--- src/rtl/sevenseg_scan_decoder.sv ---
// sevenseg_scan_decoder
//   Reads a multiplexed active-low seven-segment bus and recovers the hex digit
//   shown on each anode position. A digit is taken only after its anode/segment
//   pair has been stable long enough. A frame is published once every position
//   has been seen.
//
// Optional build macro: SEVSEG_ERRCNT_EN adds the err_count output.
//
// Ports:
//   clk          system clock, rising edge
//   rst_n        asynchronous active-low reset
//   an           anode enables, active-low, bit k = digit k
//   seg          segment lines, active-low, bit6 = a ... bit0 = g
//   hex_value    decoded nibbles, digit k at [4k+3:4k]
//   blank_mask   digit k was blank
//   err_mask     digit k showed an unknown pattern
//   frame_valid  one-cycle pulse, the three masks/values update on the same edge
//   err_count    (SEVSEG_ERRCNT_EN only) saturating count of invalid accepts
module sevenseg_scan_decoder #(
    parameter int unsigned NUM_DIGITS    = 4,
    parameter int unsigned STABLE_CYCLES = 16,
    parameter int unsigned CNT_W         = 5
) (
    input  logic                    clk,
    input  logic                    rst_n,
    input  logic [NUM_DIGITS-1:0]   an,
    input  logic [6:0]              seg,
    output logic [4*NUM_DIGITS-1:0] hex_value,
    output logic [NUM_DIGITS-1:0]   blank_mask,
    output logic [NUM_DIGITS-1:0]   err_mask,
    output logic                    frame_valid
`ifdef SEVSEG_ERRCNT_EN
   ,output logic [7:0]              err_count
`endif
);

    localparam int unsigned SEG_W = 7;
    localparam int unsigned NIB_W = 4;
    localparam logic [CNT_W-1:0] CNT_LAST = CNT_W'(STABLE_CYCLES - 1);

    typedef enum logic {
        S_COLLECT = 1'b0,
        S_PUBLISH = 1'b1
    } state_t;

    logic [NUM_DIGITS-1:0]            an_q;
    logic [SEG_W-1:0]                 seg_q;
    logic [CNT_W-1:0]                 cnt;
    logic                             taken;
    logic [NUM_DIGITS-1:0]            seen;
    logic [NUM_DIGITS-1:0][NIB_W-1:0] cap_nib;
    logic [NUM_DIGITS-1:0]            cap_blank;
    logic [NUM_DIGITS-1:0]            cap_err;
    state_t                           state;
    state_t                           state_next;
    logic                             load_out;
    logic                             clear_seen;

    logic                             changed;
    logic [NUM_DIGITS-1:0]            digit_sel;
    logic                             one_low;
    logic                             accept;
    logic [NIB_W-1:0]                 dec_nib;
    logic                             dec_blank;
    logic                             dec_err;

    // The pins are compared against the current sample so the counter restarts
    // on the same edge that registers a new value.
    assign changed   = ({an, seg} != {an_q, seg_q});
    assign digit_sel = ~an_q;
    assign one_low   = (digit_sel != '0) &&
                       ((digit_sel & (digit_sel - NUM_DIGITS'(1))) == '0);
    assign accept    = (cnt == CNT_LAST) && !taken && one_low;

    // Input register and stability counter
    always_ff @(posedge clk or negedge rst_n) begin
        if (!rst_n) begin
            an_q  <= '1;
            seg_q <= '1;
            cnt   <= '0;
            taken <= 1'b0;
        end else begin
            an_q  <= an;
            seg_q <= seg;
            if (changed) begin
                cnt   <= '0;
                taken <= 1'b0;
            end else begin
                if (cnt != CNT_LAST) begin
                    cnt <= cnt + CNT_W'(1);
                end
                if (accept) begin
                    taken <= 1'b1;
                end
            end
        end
    end

    // Segment pattern to nibble decode
    always_comb begin
        dec_nib   = '0;
        dec_blank = 1'b0;
        dec_err   = 1'b0;
        case (seg_q)
            7'b0000001: dec_nib = 4'h0;
            7'b1001111: dec_nib = 4'h1;
            7'b0010010: dec_nib = 4'h2;
            7'b0000110: dec_nib = 4'h3;
            7'b1001100: dec_nib = 4'h4;
            7'b0100100: dec_nib = 4'h5;
            7'b0100000: dec_nib = 4'h6;
            7'b0001111: dec_nib = 4'h7;
            7'b0000000: dec_nib = 4'h8;
            7'b0000100: dec_nib = 4'h9;
            7'b0001000: dec_nib = 4'hA;
            7'b1100000: dec_nib = 4'hB;
            7'b0110001: dec_nib = 4'hC;
            7'b1000010: dec_nib = 4'hD;
            7'b0110000: dec_nib = 4'hE;
            7'b0111000: dec_nib = 4'hF;
            7'b1111111: dec_blank = 1'b1;
            default:    dec_err   = 1'b1;
        endcase
    end

    // Per-digit capture and seen mask
    always_ff @(posedge clk or negedge rst_n) begin
        if (!rst_n) begin
            cap_nib   <= '0;
            cap_blank <= '0;
            cap_err   <= '0;
            seen      <= '0;
        end else begin
            for (int unsigned k = 0; k < NUM_DIGITS; k++) begin
                if (accept && digit_sel[k]) begin
                    cap_nib[k]   <= dec_nib;
                    cap_blank[k] <= dec_blank;
                    cap_err[k]   <= dec_err;
                end
            end
            // An accept during publish lands in the freshly cleared mask.
            if (clear_seen) begin
                seen <= accept ? digit_sel : '0;
            end else if (accept) begin
                seen <= seen | digit_sel;
            end
        end
    end

    // Frame FSM state register
    always_ff @(posedge clk or negedge rst_n) begin
        if (!rst_n) begin
            state <= S_COLLECT;
        end else begin
            state <= state_next;
        end
    end

    // Frame FSM next-state; outputs load on the edge that enters PUBLISH
    always_comb begin
        state_next = state;
        load_out   = 1'b0;
        clear_seen = 1'b0;
        case (state)
            S_COLLECT: begin
                if (&seen) begin
                    state_next = S_PUBLISH;
                    load_out   = 1'b1;
                end
            end
            S_PUBLISH: begin
                clear_seen = 1'b1;
                state_next = S_COLLECT;
            end
            default: state_next = S_COLLECT;
        endcase
    end

    // Published outputs
    always_ff @(posedge clk or negedge rst_n) begin
        if (!rst_n) begin
            hex_value   <= '0;
            blank_mask  <= '0;
            err_mask    <= '0;
            frame_valid <= 1'b0;
        end else begin
            frame_valid <= load_out;
            if (load_out) begin
                hex_value  <= cap_nib;
                blank_mask <= cap_blank;
                err_mask   <= cap_err;
            end
        end
    end

`ifdef SEVSEG_ERRCNT_EN
    // Saturating count of accepted invalid patterns
    always_ff @(posedge clk or negedge rst_n) begin
        if (!rst_n) begin
            err_count <= '0;
        end else if (accept && dec_err && (err_count != 8'hFF)) begin
            err_count <= err_count + 8'd1;
        end
    end
`endif

endmodule

--- config.mk ---
export PLATFORM = sky130hd
export DESIGN_NAME = sevenseg_scan_decoder
export DESIGN_NICKNAME = d
export VERILOG_FILES = /design/src/rtl/sevenseg_scan_decoder.sv
export SDC_FILE = /design/constraint.sdc
export NUM_CORES = 1
export LEC_CHECK = 0
export BUFFER_PORTS_ARGS = -buffer_cell sky130_fd_sc_hd__buf_2
export CORE_MARGIN = 2
export CORE_UTILIZATION = 52
export CTS_CLUSTER_DIAMETER = 80
export DETAILED_ROUTE_END_ITERATION = 12
export PLACE_DENSITY = 0.81
export SETUP_SLACK_MARGIN = 0.02
export SLEW_MARGIN = 5
export SYNTH_ARGS = -nofsm -noshare
export SYNTH_HDL_FRONTEND = slang
export SYNTH_SLANG_ARGS = --single-unit
export TNS_END_PERCENT = 5
--- constraint.sdc ---
create_clock -name clk -period 2.07 [get_ports clk]
set_input_delay 0.1035 -clock clk [delete_from_list [all_inputs] [get_ports clk]]
set_output_delay 0.1035 -clock clk [all_outputs]
set_load 0.03 [all_outputs]
# == Yosys cells after proc, flatten, opt, wreduce, memory -nomap -nowiden ==
# Cells that the tools add are included.
# word_totals
register_bits,71
out_inout_bits,25
inputBits,13
# classes
reduce_logical,16
n_addsub,2
n_bitwise,4
mux,14
eq_ne,19
# ops
operator,count
4-bit case mux with 15 select lines,1
7-bit by 6-bit == test with 1-bit output (second input constant),5
7-bit == test (second input constant),5
17-bit OR reduction,1
7-bit by 3-bit == test with 1-bit output (second input constant),2
7-bit by 4-bit == test with 1-bit output (second input constant),2
4-bit 2-to-1 mux,3
11-bit inequality test,1
5-bit 2-to-1 mux,2
7-bit by 1-bit == test with 1-bit output (second input constant),1
7-bit by 5-bit == test with 1-bit output (second input constant),1
1-bit logical AND,7
7-bit zero test,1
1-bit 2-to-1 mux,7
2-bit nonzero test,3
5-bit by 1-bit adder with 5-bit output (second input constant),1
5-bit by 4-bit == test with 1-bit output (second input constant),1
5-bit by 4-bit inequality test with 1-bit output (second input constant),1
4-bit bitwise AND,1
4-bit zero test,1
4-bit inverter,1
4-bit bitwise OR,1
4-bit AND reduction,1
4-bit nonzero test,1
other kinds (4),4

# == Logic depth before layout (Yosys ltp) ==
# logic_depth
depth_word,8
depth_mapped,8

# == Worst setup path before layout ==
# No wires, ideal clock.
# synth_timing
path_type,reg2reg
from,register cnt[0]
to,register cap_err[0]
setup_time_ns,0.125
required_ns,1.945
path_slack_ns,0.048
t_arrival_ns,1.897
period_less_slack_ns,2.022
path_stages_with_launch,8
path_cell_list,dfrtp_1 > ha_1 > and3_1 > ha_1 > clkbuf_1 > nand2_1 > nor4_2 > mux2_2
# synth_via
elab_chain_cells,4
# synth_rtl
element,line_no,text
"start, declared",48,logic [CNT_W-1:0] cnt;
"start signal, assigned",90,cnt <= cnt + CNT_W'(1);
5-bit by 4-bit == test with 1-bit output,73,assign accept = (cnt == CNT_LAST) && !taken && one_low;
1-bit logical AND (2 in a row),73,
1-bit logical AND,135,if (accept && digit_sel[k]) begin
"end signal, assigned by index",138,cap_err[k] <= dec_err;
"end, declared",53,logic [NUM_DIGITS-1:0] cap_err;
# No other way between the ends.
# A chain may end at the register's enable or synchronous reset.

# == Worst setup path in the final report ==
# layout_timing
from,register seg_q[2]
to,register cap_nib[13] (netlist name)
# layout_via
elab_chain_cells,2
# layout_rtl
element,line_no,text
"start, declared",47,logic [SEG_W-1:0] seg_q;
"start signal, assigned",84,seg_q <= seg;
"7-bit by 6-bit == test with 1-bit output, or another cell as far along",104,case (seg_q)
4-bit case mux with 15 select lines *,104,
"end signal, assigned by index",136,cap_nib[k] <= dec_nib;
"end, declared",51,logic [NUM_DIGITS-1:0][NIB_W-1:0] cap_nib;
# Mark *: on every way between the ends. The rest lies on a longest branch, timed or not.

==> out/qor.csv <==
metric;value;unit
relSlewSlack;54.6;%
syn_nets;322;
status;finished clean;
antenna_found_initial;0;
ir_drop;0.572;mV
htree_num_levels;3;
critical_path.cell_chain;nor3_1 > a32oi_1 > nor4_1 > or3_1 > mux2_2;
gr-total-overflow;0;
grt_max_degree;39;
ios;38;
ys_types;42;
power_density;705;nW/um^2
syn_inst;307;
p_leak;0.00198;uW
tightest_slew;0.681;ns
tns;0;ns
cts-root-buf;clkbuf_8;
hold_viol;0;
diodes;0;
async_reset_ff_share;100;%
cts_sinks;70;
totalWireLength;6640;um
placed_cells;416;
wl_per_cell;14.7;um
critPathMaxStageDelay;0.69;ns
area_growth;22.8;%
die_area;6700;um^2
gp_congestion;0.840;
drc;0;
worstPathArrival;2.20;ns
drt-vias-per-instance;5.37;
rsz0062_at_grt;true;
maxSlewViolCount;0;
period_needed;1.97;ns
ant_nets;0;
clock_latency;0.36;ns
fin_skew;0.0107;ns
cts_made_buffers;9;
critPathLaunchType;flip-flop;
grt_pass1_wl;10800;um
fmax;0.506;GHz
hold_path_class;input pin to asynchronous set/reset pin;
dr.first_iter.drc_count;127;
ys_ff_latch;70;
synth.avg_cell_area;10.3;um^2
dr_total_vias;2423;
nets;386;
seq_area_frac_synth;56.0;%
netlist_area;3150;um^2
crit_required;2.30;ns
num-fill-cells;469;
synth-edff-count;0;
worstSetupEndpointType;flip-flop;
cts_tree;built;
clk_path_buf_depth;2;
rows;28;
fp.dieH;81.9;um
clkTransAtPathRegs;0.08;ns
period_share;95.4;%
setup_violations;0;
finalNonFillerCells;451;
maxCapViolCount;0;
drive_gt1_share;28.2;%
portBuffers;37;
die_w;81.9;um
grt.total_usage;21.5;%
path_max_fanout;15;
synth_ff_type;dfrtp_1;
path_class;flip-flop to flip-flop;
initial_utilization;53.6;%
fp.coreArea;5890;um^2
drt_first_pass_iters;4;
hpwlAfterDp;4520;um
grt_pass1_vias;2352;
cp_slowest_cell;dfstp_2;
yosysWarnings;0;
-- what timing repair did --
item,4_1_cts,5_1_grt
endpoints found under the setup margin,3,14
resized for setup,1,4
hold buffers,12,0
buffers inserted,0,7
hold endpoints to repair,70,0
pin swaps,0,4
-- sequential cells by signal (all words and copies together) (netlist names) --
| signal | cells |
|---|---|
| cap_nib | 16 |
| hex_value | 16 |
| seg_q | 7 |
| cnt | 5 |
| an_q | 4 |
| blank_mask | 4 |
| cap_blank | 4 |
| cap_err | 4 |
| err_mask | 4 |
| seen | 4 |
| frame_valid | 1 |
| taken | 1 |
-- synth_stat cells, drive strengths merged, types with 3 or more instances --
| cell type | number | area [um^2] |
|---|---|---|
| nand2 | 85 | 319 |
| dfrtp | 59 | 1480 |
| nor2 | 17 | 63.8 |
| mux2 | 14 | 158 |
| xor2 | 14 | 123 |
| dfstp | 11 | 289 |
| o21ai | 10 | 50.0 |
| a21oi | 8 | 40.0 |
| buf | 8 | 37.5 |
| clkbuf | 8 | 30.0 |
| nor3 | 8 | 40.0 |
| inv | 6 | 22.5 |
| nor4 | 6 | 50.0 |
| nor2b | 5 | 31.3 |
| a21o | 4 | 30.0 |
| a32oi | 4 | 35.0 |
| xnor2 | 4 | 35.0 |
| nand3 | 3 | 15.0 |
| nand4 | 3 | 18.8 |
| nand4b | 3 | 26.3 |
-- through the flow --
stage | total power (uW) | hold WS [ns] | instance area, um^2 | utilization (%) | setup WS, ns
after floorplan | 1510 | -0.192 | 3150 | - | 0.0481
after global placement | 1580 | -0.0649 | 3460 | 58.8 | 0.129
after detailed placement | 1580 | -0.0626 | 3460 | 58.8 | 0.0348
after CTS | 2740 | 0.0955 | 3790 | 64.5 | 0.0439
after global routing | 2840 | 0.121 | 3870 | 65.8 | 0.00911
final | 2730 | 0.108 | 3870 | 65.8 | 0.0954
-- path summary, 6_finish.rpt --
| kind | from | end | slack, ns | cells after the start |
|---|---|---|---|---|
| min | rst_n | blank_mask[0] | 0.11 | 2 |
| max | seg_q[2] | cap_nib[13] | 0.1 | 5 |
| min reg2reg | hex_value[0] | hex_value[0] | 0.47 | 2 |
| max reg2reg | seg_q[2] | cap_nib[13] | 0.1 | 5 |
| min in group clk | seg[5] | seg_q[5] | 0.41 | 2 |
| max in group asynchronous | rst_n | an_q[2] | 1.26 | 3 |
-- area by class of cell --
| type | count | area [um^2] | share of cell area [%] |
|---|---|---|---|
| multi-input cells | 215 | 1330 | 34.2 |
| clock buffers | 10 | 138 | 3.55 |
| inverters | 6 | 22.5 | 0.582 |
| clock inverters | 6 | 68.8 | 1.78 |
| flip-flops and latches | 70 | 1770 | 45.6 |
| well taps | 75 | 93.8 | 2.42 |
| repair buffers | 69 | 459 | 11.9 |
-- layer usage --
metal	up-vias	GRT usage (%)	part of all wire (%)
li1	1171	-	-
met1	1176	27.3	44
met2	66	34.6	49
met3	10	5.82	4.8
met4	0	8.83	1.6
met5	-	0	0
-- logic make-up (layout without fill, tap and decap cells) --
family	after synthesis	in the layout	share of synthesized area [%]
buffers and inverters	22	91	2.86
DFF	70	70	56.0
xor gates and xnor gates	18	18	5.00
muxes	15	15	5.32
and+or+nand+nor	146	146	22.3
AOI/OAI and AO/OA	34	34	7.70
adders and majority gates	2	2	0.794
-- report_power, final --
part           leakage (uW)  internal [uW]  total (uW)  switching (uW)
logic              0.000942           76.5         163            86.9
clock network      0.000103            595        1140             550
registers          0.000940           1390        1420            32.6
-- critical path: cells and delay by family (launching register included) --
family | cells | cell delay, ns
muxes | 1 | 0.32
and+or+nand+nor | 3 | 0.67
AOI/OAI and AO/OA | 1 | 0.16
DFF | 1 | 0.69
-- layout by cell type, fill, tap and decap left out, drive strengths merged, types with 5 or more instances in the layout --
master and n:
nand2 85, dfrtp 59, buf 57, nor2 17
xor2 14, mux2 14, dlygate4sd3 12, dfstp 11
clkbuf 10, o21ai 10, nor3 8, a21oi 8
inv 7, nor4 6, nor2b 5
No activity file was read; power rests on OpenSTA's default activity.
